==> config.mk <==
export PLATFORM = sky130hd
export DESIGN_NAME = apb_master_bridge_flat
export DESIGN_NICKNAME = d
export VERILOG_FILES = /design/src/rtl/apb_master_bridge_if.sv /design/src/rtl/apb_master_bridge.sv /design/src/flat_wrapper.sv
export SDC_FILE = /design/constraint.sdc
export NUM_CORES = 1
export LEC_CHECK = 0
export ABC_AREA = 1
export BUFFER_PORTS_ARGS = -buffer_cell sky130_fd_sc_hd__buf_2
export CAP_MARGIN = 30
export CELL_PAD_IN_SITES_DETAIL_PLACEMENT = 0
export CELL_PAD_IN_SITES_GLOBAL_PLACEMENT = 2
export CORE_ASPECT_RATIO = 0.7
export CORE_MARGIN = 5
export CORE_UTILIZATION = 28
export DETAILED_ROUTE_END_ITERATION = 10
export PLACE_DENSITY = 0.84
export SYNTH_ARGS = -nofsm -noshare
export SYNTH_HDL_FRONTEND = slang
export SYNTH_SLANG_ARGS = --single-unit
==> constraint.sdc <==
create_clock -name PCLK -period 6 [get_ports PCLK]
set_clock_uncertainty 0.05 [all_clocks]
set_input_delay 0.6 -clock PCLK [delete_from_list [all_inputs] [get_ports PCLK]]
set_output_delay 0.6 -clock PCLK [all_outputs]
set_load 0.02 [all_outputs]
==> src/rtl/apb_master_bridge_if.sv <==
// Command/response handshake plus APB bus bundle for apb_master_bridge.
// The master modport is the bridge side; slave is the environment (requester + APB target).
interface apb_master_bridge_if #(
  parameter int unsigned ADDR_W = 8,
  parameter int unsigned DATA_W = 32
);
  logic              cmd_valid;
  logic              cmd_ready;
  logic              cmd_write;
  logic [ADDR_W-1:0] cmd_addr;
  logic [DATA_W-1:0] cmd_wdata;

  logic              rsp_valid;
  logic              rsp_ready;
  logic [DATA_W-1:0] rsp_rdata;
  logic              rsp_err;

  logic              PSEL;
  logic              PENABLE;
  logic              PWRITE;
  logic [ADDR_W-1:0] PADDR;
  logic [DATA_W-1:0] PWDATA;
  logic [DATA_W-1:0] PRDATA;
  logic              PREADY;

  modport master (
    input  cmd_valid, cmd_write, cmd_addr, cmd_wdata, rsp_ready, PRDATA, PREADY,
    output cmd_ready, rsp_valid, rsp_rdata, rsp_err,
    output PSEL, PENABLE, PWRITE, PADDR, PWDATA
  );

  modport slave (
    output cmd_valid, cmd_write, cmd_addr, cmd_wdata, rsp_ready, PRDATA, PREADY,
    input  cmd_ready, rsp_valid, rsp_rdata, rsp_err,
    input  PSEL, PENABLE, PWRITE, PADDR, PWDATA
  );
endinterface

==> src/rtl/apb_master_bridge.sv <==
// Single-outstanding command -> APB master bridge with a PREADY-low timeout.
// Every output is a flop; the FSM and its outputs live in one clocked block.
module apb_master_bridge #(
  parameter int unsigned ADDR_W  = 8,
  parameter int unsigned DATA_W  = 32,
  parameter int unsigned TIMEOUT = 16
) (
  input  logic PCLK,
  input  logic PRESET,
  apb_master_bridge_if.master bus
);

  localparam int unsigned CNT_W = $clog2(TIMEOUT + 1);

  typedef enum logic [1:0] {
    IDLE   = 2'd0,
    SETUP  = 2'd1,
    ACCESS = 2'd2,
    RESP   = 2'd3
  } state_t;

  state_t            state;
  logic              cmd_ready_q;
  logic              psel_q;
  logic              penable_q;
  logic              pwrite_q;
  logic [ADDR_W-1:0] paddr_q;
  logic [DATA_W-1:0] pwdata_q;
  logic              rsp_valid_q;
  logic [DATA_W-1:0] rsp_rdata_q;
  logic              rsp_err_q;
  logic [CNT_W-1:0]  wait_cnt_q;

  // The count check uses TIMEOUT-1 so the abort edge is the TIMEOUT-th low
  // sample; PREADY is tested first so a late ready still wins.
  always_ff @(posedge PCLK or posedge PRESET) begin
    if (PRESET) begin
      state       <= IDLE;
      cmd_ready_q <= 1'b0;
      psel_q      <= 1'b0;
      penable_q   <= 1'b0;
      pwrite_q    <= 1'b0;
      paddr_q     <= '0;
      pwdata_q    <= '0;
      rsp_valid_q <= 1'b0;
      rsp_rdata_q <= '0;
      rsp_err_q   <= 1'b0;
      wait_cnt_q  <= '0;
    end else begin
      case (state)
        IDLE: begin
          if (bus.cmd_valid && cmd_ready_q) begin
            cmd_ready_q <= 1'b0;
            pwrite_q    <= bus.cmd_write;
            paddr_q     <= bus.cmd_addr;
            pwdata_q    <= bus.cmd_wdata;
            psel_q      <= 1'b1;
            penable_q   <= 1'b0;
            state       <= SETUP;
          end else begin
            cmd_ready_q <= 1'b1;
          end
        end

        SETUP: begin
          penable_q  <= 1'b1;
          wait_cnt_q <= '0;
          state      <= ACCESS;
        end

        ACCESS: begin
          if (bus.PREADY) begin
            psel_q      <= 1'b0;
            penable_q   <= 1'b0;
            rsp_valid_q <= 1'b1;
            rsp_err_q   <= 1'b0;
            rsp_rdata_q <= pwrite_q ? '0 : bus.PRDATA;
            state       <= RESP;
          end else if (wait_cnt_q == CNT_W'(TIMEOUT - 1)) begin
            psel_q      <= 1'b0;
            penable_q   <= 1'b0;
            rsp_valid_q <= 1'b1;
            rsp_err_q   <= 1'b1;
            rsp_rdata_q <= '0;
            wait_cnt_q  <= CNT_W'(TIMEOUT);
            state       <= RESP;
          end else begin
            wait_cnt_q <= wait_cnt_q + CNT_W'(1);
          end
        end

        RESP: begin
          // Ready is raised on the retire edge, so no accept can share it.
          if (bus.rsp_ready) begin
            rsp_valid_q <= 1'b0;
            cmd_ready_q <= 1'b1;
            state       <= IDLE;
          end
        end

        default: state <= IDLE;
      endcase
    end
  end

  assign bus.cmd_ready = cmd_ready_q;
  assign bus.PSEL      = psel_q;
  assign bus.PENABLE   = penable_q;
  assign bus.PWRITE    = pwrite_q;
  assign bus.PADDR     = paddr_q;
  assign bus.PWDATA    = pwdata_q;
  assign bus.rsp_valid = rsp_valid_q;
  assign bus.rsp_rdata = rsp_rdata_q;
  assign bus.rsp_err   = rsp_err_q;

endmodule
==> src/flat_wrapper.sv <==
// flat-port wrapper written by rule: the top's interface ports become plain ports
module apb_master_bridge_flat 
#(
  parameter int unsigned ADDR_W  = 8,
  parameter int unsigned DATA_W  = 32,
  parameter int unsigned TIMEOUT = 16
)
  (PCLK, PRESET, bus_cmd_valid, bus_cmd_write, bus_cmd_addr, bus_cmd_wdata, bus_rsp_ready, bus_PRDATA, bus_PREADY, bus_cmd_ready, bus_rsp_valid, bus_rsp_rdata, bus_rsp_err, bus_PSEL, bus_PENABLE, bus_PWRITE, bus_PADDR, bus_PWDATA);
  apb_master_bridge_if #(.ADDR_W(ADDR_W), .DATA_W(DATA_W)) bus_i ();
  input  logic PCLK;
  input  logic PRESET;
  input wire logic [$bits(bus_i.cmd_valid)-1:0] bus_cmd_valid;
  input wire logic [$bits(bus_i.cmd_write)-1:0] bus_cmd_write;
  input wire logic [$bits(bus_i.cmd_addr)-1:0] bus_cmd_addr;
  input wire logic [$bits(bus_i.cmd_wdata)-1:0] bus_cmd_wdata;
  input wire logic [$bits(bus_i.rsp_ready)-1:0] bus_rsp_ready;
  input wire logic [$bits(bus_i.PRDATA)-1:0] bus_PRDATA;
  input wire logic [$bits(bus_i.PREADY)-1:0] bus_PREADY;
  output wire logic [$bits(bus_i.cmd_ready)-1:0] bus_cmd_ready;
  output wire logic [$bits(bus_i.rsp_valid)-1:0] bus_rsp_valid;
  output wire logic [$bits(bus_i.rsp_rdata)-1:0] bus_rsp_rdata;
  output wire logic [$bits(bus_i.rsp_err)-1:0] bus_rsp_err;
  output wire logic [$bits(bus_i.PSEL)-1:0] bus_PSEL;
  output wire logic [$bits(bus_i.PENABLE)-1:0] bus_PENABLE;
  output wire logic [$bits(bus_i.PWRITE)-1:0] bus_PWRITE;
  output wire logic [$bits(bus_i.PADDR)-1:0] bus_PADDR;
  output wire logic [$bits(bus_i.PWDATA)-1:0] bus_PWDATA;
  assign bus_i.cmd_valid = bus_cmd_valid;
  assign bus_i.cmd_write = bus_cmd_write;
  assign bus_i.cmd_addr = bus_cmd_addr;
  assign bus_i.cmd_wdata = bus_cmd_wdata;
  assign bus_i.rsp_ready = bus_rsp_ready;
  assign bus_i.PRDATA = bus_PRDATA;
  assign bus_i.PREADY = bus_PREADY;
  assign bus_cmd_ready = bus_i.cmd_ready;
  assign bus_rsp_valid = bus_i.rsp_valid;
  assign bus_rsp_rdata = bus_i.rsp_rdata;
  assign bus_rsp_err = bus_i.rsp_err;
  assign bus_PSEL = bus_i.PSEL;
  assign bus_PENABLE = bus_i.PENABLE;
  assign bus_PWRITE = bus_i.PWRITE;
  assign bus_PADDR = bus_i.PADDR;
  assign bus_PWDATA = bus_i.PWDATA;
  apb_master_bridge #(.ADDR_W(ADDR_W), .DATA_W(DATA_W), .TIMEOUT(TIMEOUT)) u_core (.PCLK(PCLK), .PRESET(PRESET), .bus(bus_i));
endmodule
---- Word level (Yosys, flattened, before mapping) ----
Cells that the tools add are included.
cells by class
  add/subtract/negate cells ............... 1
  eq/ne operators ......................... 8
  mux-type cells .......................... 25
  reduce and logical (&&, ||, !) cells .... 16
operators by type and width
  kind                 number
  $mux 32              3
  $reduce_and 3->1     4
  $mux 1               10
  $mux 5               2
  $pmux 5 s2           1
  $reduce_bool 2->1    5
  $mux 2               4
  $pmux 2 s4           1
  $reduce_and 2->1     4
  $pmux 1 s2           3
  $add 5x1->5 const B  1
  $eq 5x4->1 const B   1
  $eq 2x2->1 const B   2
  $ne 2x2->1 const B   2
  $ne 3x2->1 const B   1
  $pmux 1 s3           1
  $reduce_bool 3->1    1
  $eq 2x1->1 const B   1
  $logic_not 2->1      1
  $ne 2x1->1 const B   1
  $logic_and 1x1->1    1
storage, ports and cells
  bits in registers ....................... 85
  bits of input ports ..................... 78
  output and inout bits ................... 78
  logic and storage cells ................. 61

---- Logic depth before layout (Yosys ltp) ----
  word-level depth ........................ 4
  gate-level depth with buffers ........... 10
  gate-level depth less buffers ........... 9

---- Worst setup path after synthesis ----
OpenSTA, ideal clock, no wires.
  kind .................................... reg2reg
  from .................................... reg u_core.wait_cnt_q[0]
  to ...................................... reg u_core.rsp_rdata_q[0], in the netlist u_core.bus.rsp_rdata[0]
  setup time .............................. 0.117 ns
  arrival time ............................ 1.378 ns
  data required time ...................... 5.833 ns
  slack ................................... 4.455 ns
  stages on the path, launching flop included .. 10
  path buffers ............................ 1
  period minus slack after synthesis ...... 1.545 ns
  cell sequence ........................... dfrtp_1 > ha_1 > nand2_1 > nor2_1 > ha_1 > nor2_4 > nor2_8 > buf_4 > nand3_1 > nand2_1
between the ends
  word-level cells in the longest chain between the ends .. 3
RTL lines
  what                         line                     RTL
  from (decl)                  apb_master_bridge.sv:32  logic [CNT_W-1:0] wait_cnt_q;
  from (signal assigned)       apb_master_bridge.sv:85  wait_cnt_q <= CNT_W'(TIMEOUT);
  from (signal assigned)       apb_master_bridge.sv:88  wait_cnt_q <= wait_cnt_q + CNT_W'(1);
  $eq 5x4->1                   apb_master_bridge.sv:79  end else if (wait_cnt_q == CNT_W'(TIMEOUT - 1)) begin
  $reduce_bool 2->1 (no line)  -
  $reduce_and 2->1 (no line)   -
  to (signal assigned)         apb_master_bridge.sv:77  rsp_rdata_q <= pwrite_q ? '0 : bus.PRDATA;
  to (decl)                    apb_master_bridge.sv:30  logic [DATA_W-1:0] rsp_rdata_q;
No other way between the ends.
A chain may end at the register's enable or synchronous reset.

---- Worst setup path after layout ----
  from .................................... reg u_core.state[1]
  to ...................................... reg u_core.paddr_q[7], in the netlist u_core.bus.PADDR[7]
between the ends
  word-level cells in the longest chain between the ends .. 2
RTL lines
  what                        line                     RTL
  from (decl)                 apb_master_bridge.sv:22  state_t state;
  from (signal assigned)      apb_master_bridge.sv:38  state <= IDLE;
  from (signal assigned)      apb_master_bridge.sv:59  state <= SETUP;
  from (signal assigned)      apb_master_bridge.sv:68  state <= ACCESS;
  $logic_not 2->1             apb_master_bridge.sv:50  case (state)
  $reduce_and 2->1 (no line)  -
  to (signal assigned)        apb_master_bridge.sv:55  paddr_q <= bus.cmd_addr;
  to (decl)                   apb_master_bridge.sv:27  logic [ADDR_W-1:0] paddr_q;
No other way between the ends.

==> impl_results.md <==
* Status: finished clean
* Fmax at 396 MHz
* Most common cell in the netlist: nand2_1
* Initial Util at 28.6%
* Cts repair resizes at 0
* Final Hold Vio Count at 0
* YS warnings at 0
* Tightest Pin Transition at 0.937 ns
* Synth Flop Type: dfrtp_1
* Share of the synthesized area in the top cell type at 59.9%
* Grt total ovfl at 0
* H-Tree Depth at 3
* Crit path from: u_core.state[1]
* WL final at 9.95 mm
* Final Hold Slack at 0.347 ns
* Setup bufs post-CTS at 0
* Setup-failing EPs final at 0
* CTS hold repair buffers at 0
* RSZ-0062 raised after global routing: false
* Die width at 145 um
* Worst Hold Class: in2async
* Routed length per instance at 13.8 um
* WP data required at 6.17 ns
* Clock root buffer: clkbuf_16
* CP max stage delay at 0.72 ns
* Slew Limit Fails at 0
* Vias/cell at 4.25
* Mapped Area at 3550 sq um
* Slew Limit Headroom at 37.4%
* Setup CP Type: reg2reg
* Layout Nets at 639
* Area added between synthesis and finish at 34.7%
* First-pass GRT wire length at 16.0 mm
* Fraction of registers with async set/reset at 100%
* Routability cong. at 0.773
* #FFs+latches synth at 85
* Pwr dens at 510 nW/um^2
* Dpl hpwl at 7.16 mm
* DR pass1 iterations at 4
* Routed Antenna Nets at 0
* Initial antenna violation count at 1
* Die height at 104 um
* Layout cells sized above 1 at 33.0%
* Post-synth top cells: nand2_1, dfrtp_1, nand3_1
* Die area at 15100 sq um
* Post-synthesis cell count at 400
* Largest net degree at the start of global routing at 44
* Period utilization at 42.1%
* CP max stage cell: nor2_4
* Crit Reg-Reg Startpoint: u_core.state[1]
* Post-route minimum period at 2.53 ns
* Sequential area share after synthesis at 59.9%
* Area of the core at 12400 sq um
* Drt drc at 0
* Synth top area cells: dfrtp_1, nand2_1, nand3_1, ha_1, inv_1
* Crit path DAT at 2.69 ns
* Worst skew pair latency at 0.33 ns
* Worst Path Max Fanout at 43
* Inserted Clock Buffers at 9
* Setup TNS Final at 0 ns
* Clock Pin Slew Worst Setup and Hold Paths at 0.07 ns
* Routed vias at 3061
* Syn Nets at 486
* Port Buf Inserts at 155
* Post-synth top area cell: dfrtp_1
* Crit path capture type: flop
* Ports at 156
* Fill count at 1294
* Crit-path cells: inv_1 > ha_1 > inv_2 > nor2_4 > inv_2 > nand2_1 > nand2_1
* FP Rows at 34
* Clock Sinks at 85
* EDFF count, synth at 0
* Mean Syn Cell Area at 8.88 sq um
* Overall Global Routing Usage at 13.5%
* 1st-iter DRT viols at 128
* Inserted Diodes at 0
* Bufs on Longest Clock Path at 2
* CP startpoint kind: flop
* FF-to-FF path depth at 7
* Pleak at 2.83 nW
* Vias in the first global route at 3195
* Maximum vdd drop at 0.170 mV
* TritonCTS clock tree: done
* Unique masters post-synth at 21
* Max cap viols at 0
==> layout make-up <==
| class | instances | area, sq um | share of cell area [%] |
|---|---|---|---|
| clock buffers | 11 | 243 | 5.07 |
| well taps | 162 | 203 | 4.24 |
| repair buffers | 159 | 846 | 17.7 |
| inverters | 17 | 67.6 | 1.41 |
| clock inverters | 5 | 58.8 | 1.23 |
| flip-flops and latches | 85 | 2130 | 44.5 |
| multi-input cells | 281 | 1240 | 25.9 |
==> report_power, final <==
part,leakage [nW],switching [mW],internal [mW]
Combinational,1.59,0.660,0.308
Sequential,1.10,0.124,0.786
Clock,0.142,0.227,0.335
==> per-stage QoR <==
| step | utilization (%) | setup WS [ns] | cell area, sq um | cells | total power, mW |
|---|---|---|---|---|---|
| floorplan | - | 3.16 | 3550 | 400 | 1.56 |
| finish | 38.5 | 3.47 | 4780 | 720 | 2.44 |
| global placement | 35.6 | 3.45 | 4430 | 702 | 1.88 |
| detailed placement | 36.1 | 3.40 | 4480 | 704 | 1.90 |
| global route | 38.5 | 3.12 | 4780 | 720 | 2.63 |
| CTS | 38.5 | 3.40 | 4780 | 720 | 2.48 |
==> cell usage in the layout, fill, tap and decap left out, drive strengths merged, types with 2 or more instances in the layout <==
master / n
nand3: 37
ha: 8
clkinvlp: 2
o21ai: 4
nand2: 219
inv: 17
nor2: 5
buf: 159
clkinv: 2
clkbuf: 11
nand4: 4
dfrtp: 85
==> logic make-up (layout without fill, tap and decap cells) <==
| group | Yosys count | after routing | share of synthesized area, % |
|---|---|---|---|
| flip-flops | 85 | 85 | 59.9 |
| multiplexers | 1 | 1 | 0.282 |
| buffers and inverters | 34 | 192 | 5.21 |
| AND/OR/NAND/NOR | 265 | 265 | 30.6 |
| adder cells (fa/ha/maj) | 8 | 8 | 2.82 |
| XOR/XNOR | 1 | 1 | 0.247 |
| AO/OA/AOI/OAI | 6 | 6 | 0.951 |
==> sequential cells by signal (all words and copies together), names as in the netlist, 2 cells and up <==
register / cells
u_core.wait_cnt_q: 5
u_core.bus.PADDR: 8
u_core.bus.PWDATA: 32
u_core.state: 2
u_core.bus.rsp_rdata: 32
==> path summary, 6_finish.rpt <==
path                                                 end  slack (ns)
max in group asynchronous       u_core.bus.rsp_rdata[21]        5.33
worst min register to register      u_core.bus.PWDATA[2]        0.42
worst max register to register       u_core.bus.PADDR[7]        3.47
worst min-delay path               u_core.bus.PWDATA[18]        0.35
min in group PCLK                  u_core.bus.PWDATA[22]        0.41
worst max-delay path                 u_core.bus.PADDR[7]        3.47
==> critical path, delay by kind of cell, from the launching register on <==
family	cells	cell delay, ns
fa+ha+maj	1	0.19
buf+inv	3	0.74
flops	1	0.43
simple gates	3	0.96
==> routing by layer <==
metal  routed length, um  part of all wire, %  GRT usage (%)  up-vias
met5                  13                 0.13              0        -
met4                 103                  1.0           3.79        2
met3                1290                   13           7.40       10
met2                4110                   41           19.5      122
met1                4430                   45           17.3     1380
li1                    -                    -              -     1547
No activity file was read; power rests on OpenSTA's default activity.
